### src/rtl/noise_channel_ctrl_if.sv
// CPU-side byte bus into the noise channel register bank.
// The master drives strobes, address and write data; the slave returns registered read data.
interface noise_channel_ctrl_if;
   logic       wr_en;
   logic       rd_en;
   logic [2:0] addr;
   logic [7:0] wdata;
   logic [7:0] rdata;

   modport master (output wr_en, rd_en, addr, wdata, input rdata);
   modport slave  (input wr_en, rd_en, addr, wdata, output rdata);
endinterface

### src/rtl/noise_channel_ctrl.sv
// Noise channel register bank, trigger pulse and 512 Hz frame sequencer (len/env tick enables).
// Define READBACK_EN to make registers readable; otherwise rdata is constant 8'hFF.
module noise_channel_ctrl #(
   parameter int DIV = 8192
) (
   input  logic                clk,
   input  logic                rst_n,
   noise_channel_ctrl_if.slave bus,
   output logic [5:0]          o_length_load,
   output logic [3:0]          o_start_volume,
   output logic                o_env_add,
   output logic [2:0]          o_env_period,
   output logic [3:0]          o_clock_shift,
   output logic                o_width_mode,
   output logic [2:0]          o_divisor_code,
   output logic                o_trigger,
   output logic                o_length_enable,
   output logic                o_len_tick,
   output logic                o_env_tick,
   output logic                o_dac_enabled,
   output logic                o_power,
   output logic [2:0]          o_seq_step
);

   localparam int               DIV_W    = $clog2(DIV);
   localparam logic [DIV_W-1:0] DIV_LAST = DIV_W'(DIV - 1);

   logic [5:0]       r_nr41;
   logic [7:0]       r_nr42;
   logic [7:0]       r_nr43;
   logic             r_len_en;
   logic             r_trigger;
   logic             r_power;
   logic             r_len_tick;
   logic             r_env_tick;
   logic [2:0]       r_seq_step;
   logic [DIV_W-1:0] r_div_cnt;

   logic w_wr_nr41, w_wr_nr42, w_wr_nr43, w_wr_nr44, w_wr_nr52;
   logic w_dac;
   logic w_power_off;

   assign w_wr_nr41   = bus.wr_en && (bus.addr == 3'd0);
   assign w_wr_nr42   = bus.wr_en && (bus.addr == 3'd1);
   assign w_wr_nr43   = bus.wr_en && (bus.addr == 3'd2);
   assign w_wr_nr44   = bus.wr_en && (bus.addr == 3'd3);
   assign w_wr_nr52   = bus.wr_en && (bus.addr == 3'd4);
   assign w_dac       = |r_nr42[7:3];
   assign w_power_off = r_power && w_wr_nr52 && !bus.wdata[7];

   // Divider is a down-counter: DIV_LAST is the first step of a frame, zero is the terminal count.
   always_ff @(posedge clk or negedge rst_n) begin
      if (!rst_n) begin
         r_nr41     <= '0;
         r_nr42     <= '0;
         r_nr43     <= '0;
         r_len_en   <= 1'b0;
         r_trigger  <= 1'b0;
         r_power    <= 1'b0;
         r_len_tick <= 1'b0;
         r_env_tick <= 1'b0;
         r_seq_step <= '0;
         r_div_cnt  <= DIV_LAST;
      end else if (w_power_off) begin
         r_nr41     <= '0;
         r_nr42     <= '0;
         r_nr43     <= '0;
         r_len_en   <= 1'b0;
         r_trigger  <= 1'b0;
         r_power    <= 1'b0;
         r_len_tick <= 1'b0;
         r_env_tick <= 1'b0;
         r_seq_step <= '0;
         r_div_cnt  <= DIV_LAST;
      end else begin
         r_trigger  <= 1'b0;
         r_len_tick <= 1'b0;
         r_env_tick <= 1'b0;
         if (w_wr_nr52) r_power <= bus.wdata[7];
         if (r_power) begin
            if (w_wr_nr41) r_nr41 <= bus.wdata[5:0];
            if (w_wr_nr42) r_nr42 <= bus.wdata;
            if (w_wr_nr43) r_nr43 <= bus.wdata;
            if (w_wr_nr44) begin
               r_len_en  <= bus.wdata[6];
               r_trigger <= bus.wdata[7] && w_dac;
            end
            if (r_div_cnt == '0) begin
               r_div_cnt  <= DIV_LAST;
               r_seq_step <= r_seq_step + 3'd1;
               r_len_tick <= ~r_seq_step[0];
               r_env_tick <= (r_seq_step == 3'd7);
            end else begin
               r_div_cnt <= r_div_cnt - 1'b1;
            end
         end
      end
   end

`ifdef READBACK_EN
   logic [7:0] r_rdata;

   always_ff @(posedge clk or negedge rst_n) begin
      if (!rst_n) begin
         r_rdata <= 8'hFF;
      end else if (bus.rd_en) begin
         case (bus.addr)
            3'd1:    r_rdata <= r_nr42;
            3'd2:    r_rdata <= r_nr43;
            3'd3:    r_rdata <= {1'b1, r_len_en, 6'h3F};
            3'd4:    r_rdata <= {r_power, 7'h7F};
            default: r_rdata <= 8'hFF;
         endcase
      end
   end

   assign bus.rdata = r_rdata;
`else
   logic w_unused_rd;

   assign w_unused_rd = bus.rd_en;
   assign bus.rdata   = 8'hFF;
`endif

   assign o_length_load   = r_nr41;
   assign o_start_volume  = r_nr42[7:4];
   assign o_env_add       = r_nr42[3];
   assign o_env_period    = r_nr42[2:0];
   assign o_clock_shift   = r_nr43[7:4];
   assign o_width_mode    = r_nr43[3];
   assign o_divisor_code  = r_nr43[2:0];
   assign o_trigger       = r_trigger;
   assign o_length_enable = r_len_en;
   assign o_len_tick      = r_len_tick;
   assign o_env_tick      = r_env_tick;
   assign o_dac_enabled   = w_dac;
   assign o_power         = r_power;
   assign o_seq_step      = r_seq_step;

endmodule

### src/flat_wrapper.sv
// flat-port wrapper written by rule: the top's interface ports become plain ports
module noise_channel_ctrl_flat 
#(
   parameter int DIV = 8192
)
  (clk, rst_n, o_length_load, o_start_volume, o_env_add, o_env_period, o_clock_shift, o_width_mode, o_divisor_code, o_trigger, o_length_enable, o_len_tick, o_env_tick, o_dac_enabled, o_power, o_seq_step, bus_wr_en, bus_rd_en, bus_addr, bus_wdata, bus_rdata);
  noise_channel_ctrl_if bus_i ();
  input  logic clk;
  input  logic rst_n;
  output logic [5:0] o_length_load;
  output logic [3:0] o_start_volume;
  output logic o_env_add;
  output logic [2:0] o_env_period;
  output logic [3:0] o_clock_shift;
  output logic o_width_mode;
  output logic [2:0] o_divisor_code;
  output logic o_trigger;
  output logic o_length_enable;
  output logic o_len_tick;
  output logic o_env_tick;
  output logic o_dac_enabled;
  output logic o_power;
  output logic [2:0] o_seq_step;
  input wire logic [$bits(bus_i.wr_en)-1:0] bus_wr_en;
  input wire logic [$bits(bus_i.rd_en)-1:0] bus_rd_en;
  input wire logic [$bits(bus_i.addr)-1:0] bus_addr;
  input wire logic [$bits(bus_i.wdata)-1:0] bus_wdata;
  output wire logic [$bits(bus_i.rdata)-1:0] bus_rdata;
  assign bus_i.wr_en = bus_wr_en;
  assign bus_i.rd_en = bus_rd_en;
  assign bus_i.addr = bus_addr;
  assign bus_i.wdata = bus_wdata;
  assign bus_rdata = bus_i.rdata;
  noise_channel_ctrl #(.DIV(DIV)) u_core (.clk(clk), .rst_n(rst_n), .bus(bus_i), .o_length_load(o_length_load), .o_start_volume(o_start_volume), .o_env_add(o_env_add), .o_env_period(o_env_period), .o_clock_shift(o_clock_shift), .o_width_mode(o_width_mode), .o_divisor_code(o_divisor_code), .o_trigger(o_trigger), .o_length_enable(o_length_enable), .o_len_tick(o_len_tick), .o_env_tick(o_env_tick), .o_dac_enabled(o_dac_enabled), .o_power(o_power), .o_seq_step(o_seq_step));
endmodule
### config.mk
export PLATFORM = sky130hd
export DESIGN_NAME = noise_channel_ctrl_flat
export DESIGN_NICKNAME = d
export VERILOG_FILES = /design/src/rtl/noise_channel_ctrl_if.sv /design/src/rtl/noise_channel_ctrl.sv /design/src/flat_wrapper.sv
export SDC_FILE = /design/constraint.sdc
export NUM_CORES = 1
export LEC_CHECK = 0
export ABC_AREA = 0
export CAP_MARGIN = 20
export CORE_MARGIN = 2
export CORE_UTILIZATION = 35
export CTS_BUF_LIST = sky130_fd_sc_hd__clkbuf_2
export DETAILED_ROUTE_END_ITERATION = 8
export PLACE_DENSITY = 0.69
export SYNTH_ARGS = -nofsm -noshare
export SYNTH_HDL_FRONTEND = slang
export SYNTH_SLANG_ARGS = --single-unit
### constraint.sdc
create_clock -name clk -period 2.2 [get_ports clk]
set_input_delay 0.44 -clock clk [delete_from_list [all_inputs] [get_ports clk]]
set_output_delay 0.44 -clock clk [all_outputs]
set_load 0.01 [all_outputs]
==> results.tsv, run 1 <==
stage	metric	value	unit
critical_path	critPathLaunch	u_core.r_nr42[3]	
cts	cts_buffers	5	
yosys	synth_edf_count	0	
yosys	synth_cells	188	
floorplanning	io_pins	54	
pwr	p_int	1.727	mW
layout	design_area	2668	µm²
pwr	total_power	2.457	mW
cts	postCtsSetupBuffers	0	
outcome	outcome	finished clean	
global_route	grt_max_degree	44	
yosys	synth_seq_cells	43	
critical_path	end_kind	primary output	
placed_design	hpwl	2.907	mm
yosys	synth_top_cell_by_area	dfrtp_1	
global_route	grt_pass1_wl	7.086	mm
global_route	grt-ovfl-total	0	
timing	finalMaxSlewViolations	0	
pwr	swShare	0.2968	
drt	dr.pass1.iters	4	
placed_design	io_buffers	44	
timing	max_freq	483.7	MHz
timing	fin_worst_skew	0.01153	ns
cts	insertion_delay	0.41	ns
min_path	min_path_type	primary input to asynchronous set/reset pin	
yosys	yosysMostFrequentCell	dfrtp_1	
critical_path	worstPathCellList	nor3_1, nand2_1, clkdlybuf4s50_1	
pwr	p_leak	1.148	nW
yosys	synthTopCellsByCount	dfrtp_1, nand2_1, nor2_1	
pwr	clkPwrFrac	0.234	
layout	fin_nets	259	
drt	drc	0	
critical_path	rr_worst_depth	4	
floorplanning	die_w	80.10	µm
yosys	synth.top_cell.area_share	0.3704	
timing	rsz0062_at_grt	no	
cts	cts_hold_buf	0	
drt	ant_nets	0	
floorplanning	die-area	6416	µm²
yosys	synth-seq-area-share	0.5389	
drt	vias	1463	
floorplanning	fp.coreArea	5540	µm²
cts	clock_sinks	43	
run	max_cap_viol_count	0	
critical_path	r2r_start	u_core.r_div_cnt[2]	
timing	finalSetupTns	0	ns
pwr	irDropWorstVdd	0.5777	mV
timing	worst_pin_slew	0.5326	ns
global_route	grtUsageTotal	0.1430	
yosys	avgSynthCellArea	10.78	µm²
cts	clk_pin_slew	0.23	ns
critical_path	cpPeakStageDelay	0.48	ns
layout	drive_above_1_share	0.1743	
drt	wl	4.100	mm
global_route	antenna_found_initial	0	
floorplanning	die_h	80.10	µm
pwr	pwr-share-comb	0.300	
drt	drtIter0Drc	36	
floorplanning	initial_core_util	0.3659	
layout	diodes	0	
yosys	ys_top_cells_by_area	dfrtp_1, dfstp_2, mux2i_1	
yosys	synth_cell_type_count	37	
placed_design	place_congestion	0.7582	
cts	clock_path_buffers	2	
critical_path	cp.required	1.76	ns
pwr	power_switching	729.1	µW
global_route	grt_pass1_vias	1524	
yosys	synth_top_flop_cell	dfrtp_1	
layout	area_growth_syn_to_layout	31.61	%
critical_path	worst-setup-path-type	flip-flop to primary output	
pwr	p_per_area	920.9	nW/µm²
timing	hold_viol	0	
critical_path	worst_ep_arrival_time	1.63	ns
floorplanning	core.rowCount	27	
timing	finalSetupViolCount	0	
timing	fin_crit_sh	0.9398	
yosys	async_flop_share	1.000	
timing	slew_headroom	0.6449	
critical_path	crit_slowest_cell	clkdlybuf4s50_1	
cts	ctsHtreeMaxLevel	2	
yosys	ys_warn_count	0	
cts	cts_tree	built	
critical_path	cp-start-kind	flip-flop	
yosys	netlist_area	2027	µm²
cts	post_cts_resized	0	
cts	root_buffer	clkbuf_2	
drt	avgRoutedWirePerCell	13.10	µm
placed_design	dpl_cell_area	2575	µm²
layout	fillers	513	
drt	via_per_inst	4.674	
critical_path	critPathMaxFanout	3	
pwr	seq_power_share	0.466	
timing	period_needed	2.067	ns
## registers in the layout, summed over array words and instances (netlist names)
| signal | count |
|---|---|
| u_core.o_length_load | 6 |
| u_core.o_len_tick | 1 |
| u_core.o_env_tick | 1 |
| u_core.o_length_enable | 1 |
| u_core.r_nr43 | 8 |
| u_core.r_nr42 | 8 |
| u_core.o_seq_step | 3 |
| u_core.o_power | 1 |
| u_core.o_trigger | 1 |
| u_core.r_div_cnt | 13 |
## per-stage QoR
stage	instances	worst slack, ns	utilization	hold slack, ns
after global routing	313	0.02290	0.4815	0.05060
after floorplan	195	0.3593	-	0.1444
final	313	0.1325	0.4815	0.05714
after CTS	313	0.09238	0.4815	0.05643
after global placement	305	0.1535	0.4648	0.4862
after detailed placement	305	0.1058	0.4648	0.4878
## routing by layer
| layer | share of wire | global-route usage |
|---|---|---|
| met1 | 0.47 | 0.1750 |
| met2 | 0.46 | 0.2358 |
| met3 | 0.064 | 0.04944 |
| met4 | 0.011 | 0.04576 |
| met5 | 0 | 0 |
## cell type report
| class | instances | area [µm²] | share of cell area |
|---|---|---|---|
| flip-flops and latches | 43 | 1092 | 0.4095 |
| multi-input cells | 131 | 843.3 | 0.3161 |
| repair buffers | 56 | 538.0 | 0.2017 |
| well taps | 72 | 90.09 | 0.03377 |
| clock inverters | 3 | 67.56 | 0.02533 |
| clock buffers | 5 | 25.02 | 0.009381 |
| inverters | 3 | 11.26 | 0.004221 |
## layout by cell type, fill, tap and decap left out, drive strengths merged, types with 6 or more instances in the layout
master,instances
mux2i,15
nand3,7
clkdlybuf4s50,43
xnor2,10
nor2,20
nor4,6
a21oi,6
dfstp,13
nand2,23
conb,8
buf,13
dfrtp,30
## kinds of logic after synthesis
| logic type | synth area share |
|---|---|
| AND/OR/NAND/NOR | 0.1969 |
| flip-flops | 0.5389 |
| buffers and inverters | 0.05802 |
| multiplexers | 0.08703 |
| AO/OA/AOI/OAI | 0.04507 |
| XOR/XNOR | 0.04753 |
| adder cells (fa/ha/maj) | 0.02469 |
| other | 0.001850 |
## path summary, 6_finish.rpt
path / to / slack, ns
min in group clk: u_core.r_div_cnt[5] / 0.54
max in group asynchronous: u_core.r_div_cnt[0] / 1.76
worst min register to register: u_core.r_div_cnt[5] / 0.54
worst max-delay path: o_dac_enabled / 0.13
worst min-delay path: u_core.o_length_load[5] / 0.06
worst max register to register: u_core.o_seq_step[0] / 0.33
## power by group through the flow
stage / Sequential, mW / Combinational, mW / Clock [mW]
2_1_floorplan: 1.19 / 0.293 / 0
3_3_place_gp: 1.15 / 0.732 / 0
3_5_place_dp: 1.15 / 0.747 / 0
5_1_grt: 1.18 / 0.818 / 0.632
6_report: 1.14 / 0.737 / 0.575
4_1_cts: 1.15 / 0.750 / 0.595
## critical path, delay by kind of cell, from the launching register on
family | cells | cell delay [ns]
AND/OR/NAND/NOR | 2 | 0.28
buffers and inverters | 1 | 0.48
flip-flops | 1 | 0.46
Power figures use the tool's default switching activity.
==> run 2: changes to the inputs <==
CORE_MARGIN = 10   (was 2)
PLACE_DENSITY = 0.71   (was 0.69)
clock period = 1.7 ns   (was 2.2 ns; I/O delays follow)
==> run 2 against run 1 <==
  * The run now ends with negative setup slack left
  * Sequential power increased by 26%
  * Critical path depth is 2 higher
  * Clock skew down 0.00091 ns
  * Count of clock-buffer cells in the layout is 1 higher
  * Cell count increased by 6.7%
  * Global-route usage is 3.4 points lower
  * Critical endpoint is now u_core.o_seq_step[0]
  * Non-clock buffer count up 21
  * Critical path type is now flip-flop to flip-flop
  * Worst hold slack improved by 0.35 ns
==> results.tsv, run 2 (synthesis gave the netlist of run 1 again) <==
stage	metric	value	unit	change
critical_path	worst-setup-path-type	flip-flop to flip-flop		
pwr	clkPwrFrac	0.148		-0.086
outcome	outcome	finished with violations		
timing	rsz0062_at_grt	yes		
floorplanning	die_w	96.10	µm	+20%
floorplanning	fp.coreArea	5574	µm²	+0.61%
layout	layout_commonest_cell	dfrtp_1		
floorplanning	io_pins	54		unchanged
layout	final_cells	334		+6.7%
pwr	power_switching	972.7	µW	+33%
drt	wl	4.753	mm	+16%
critical_path	path_buf_inv	1		unchanged
critical_path	crit_family	simple AND/OR/NAND/NOR gates		
cts	cts_tree	built		
cts	clock_path_buffers	2		unchanged
timing	max_freq	565.7	MHz	
pwr	p_per_area	1017	nW/µm²	+10%
layout	area_growth_syn_to_layout	39.20	%	
pwr	p_int	1.897	mW	+9.8%
critical_path	cp.required	2.02	ns	+0.26 ns
floorplanning	die-area	9235	µm²	+44%
critical_path	cp-start-kind	flip-flop		
timing	period_needed	1.768	ns	
pwr	swShare	0.3389		+0.04214
floorplanning	core.rowCount	27		unchanged
timing	finalSetupTns	-0.2587	ns	-0.2587 ns
floorplanning	initial_core_util	0.3636		-0.002217
timing	finalSetupViolCount	7		+7
critical_path	cpPeakStageDelay	0.55	ns	+0.07 ns
layout	final_cell_mix	dfrtp_1, buf_4, dlygate4sd2_1		
timing	fin_crit_sh	1.040		
placed_design	io_buffers	44		unchanged
drt	via_per_inst	4.677		about the same
pwr	seq_power_share	0.502		+0.036
layout	largest_reg_flops	13		unchanged
timing	setup_slack	-0.06760	ns	-0.2001 ns
drt	drtIter0Drc	33		-8.3%
pwr	irDropWorstVdd	0.5984	mV	+3.6%
critical_path	critPathMaxFanout	5		+2
drt	dr.pass1.iters	4		unchanged
layout	regMostFlops	u_core.r_div_cnt		
cts	clock_sinks	43		unchanged
layout	fillers	525		+2.3%
cts	root_buffer	clkbuf_2		
pwr	p_leak	1.399	nW	+22%
cts	insertion_delay	0.40	ns	about the same
drt	avgRoutedWirePerCell	14.23	µm	+8.6%
placed_design	place_congestion	0.7970		+5.1%
drt	ant_nets	0		unchanged
timing	fin_worst_skew	0.01063	ns	-0.0009050 ns
critical_path	crit_slowest_cell	or4_4		
cts	ctsHtreeMaxLevel	2		unchanged
critical_path	worstPathCellList	or4_4, buf_6, nor4_4, o21ai_2, mux2_4		
cts	clk_pin_slew	0.21	ns	-0.02 ns
layout	fin_nets	280		+8.1%
global_route	grt_max_degree	44		unchanged
min_path	min_path_type	primary input to asynchronous set/reset pin		
floorplanning	die_h	96.10	µm	+20%
critical_path	end_kind	flip-flop		
layout	drive_above_1_share	0.2824		+0.1082
layout	diodes	0		unchanged
cts	cts_buffers	5		unchanged
pwr	pwr-share-comb	0.351		+0.051
placed_design	hpwl	3.480	mm	+20%
layout	fin_util	0.5062		+0.02469
drt	vias	1562		+6.8%
global_route	grtUsageTotal	0.1087		-0.03434
outcome	violations	negative setup slack		
drt	drc	0		unchanged
timing	hold_viol	0		unchanged
pwr	total_power	2.870	mW	+17%
global_route	grt_pass1_wl	7.962	mm	+12%
placed_design	dp_cells	317		+3.9%
timing	finalMaxSlewViolations	0		unchanged
critical_path	worst_ep_arrival_time	2.08	ns	+0.45 ns
run	max_cap_viol_count	0		unchanged
layout	reg.largest.list	u_core.r_div_cnt x13, u_core.r_nr42 x8, u_core.r_nr43 x8		
global_route	grt-ovfl-total	0		unchanged
global_route	antenna_found_initial	0		unchanged
global_route	grt_pass1_vias	1663		+9.1%
==> run 2: what timing repair did <==
item                                    CTS  global route
gates resized for setup                  34            15
endpoints found under the hold margin    30             0
pin swaps                                 4             3
setup buffers                             5             2
endpoints found under the setup margin   44            23
hold buffers                              1             0
cloned                                    1             0
==> run 2: cell type report <==
cell class	count	area (µm²)	share of cell area
Clock buffer	6	30.03	0.01064
Clock inverter	2	7.507	0.002661
Inverter	3	11.26	0.003991
Multi-Input combinational cell	131	893.4	0.3166
Sequential cell	43	1092	0.3871
Tap cell	72	90.09	0.03193
Timing Repair Buffer	77	696.9	0.2470
==> run 2: worst paths after layout <==
kind / slack [ns] / endpoint / start / cells after the start
min: 0.41 / u_core.o_trigger / rst_n / 3
min in group clk: 0.54 / u_core.r_div_cnt[5] / u_core.r_div_cnt[5] / 2
max in group asynchronous: 1.00 / u_core.r_div_cnt[9] / rst_n / 3
max reg2reg: -0.07 / u_core.o_seq_step[0] / u_core.r_div_cnt[2] / 5
min reg2reg: 0.54 / u_core.r_div_cnt[5] / u_core.r_div_cnt[5] / 2
max: -0.07 / u_core.o_seq_step[0] / u_core.r_div_cnt[2] / 5
==> run 2: worst reg2reg max path, stage by stage, from the launching register on <==
cell	delay (ns)
dfstp_2	0.42
or4_4	0.55
buf_6	0.16
nor4_4	0.17
o21ai_2	0.13
mux2_4	0.27
==> run 2: power by group through the flow <==
stage                     sequential, mW  combinational [mW]  clock, mW
after floorplan                     1.55               0.380          0
after global placement              1.46                1.07          0
after detailed placement            1.46                1.09          0
after CTS                           1.44               0.993      0.451
final                               1.44                1.01      0.424
after global routing                1.47                1.13      0.485
==> run 2: metrics by stage <==
stage	worst slack (ns)	hold WS, ns	cell area, µm²
global route	-0.1277	0.4175	2821
detailed placement	-0.3038	0.3480	2690
floorplan	0.01201	0.04441	2058
global placement	-0.2887	0.3361	2690
finish	-0.06760	0.4109	2821
CTS	-0.09320	0.4130	2779
==> run 2: layer usage <==
metal	track usage	vias to the layer above	wire (µm)
li1	-	759	-
met1	0.1262	756	2062
met2	0.1682	39	2153
met3	0.06226	8	490
met4	0.02948	0	47
met5	0	-	0
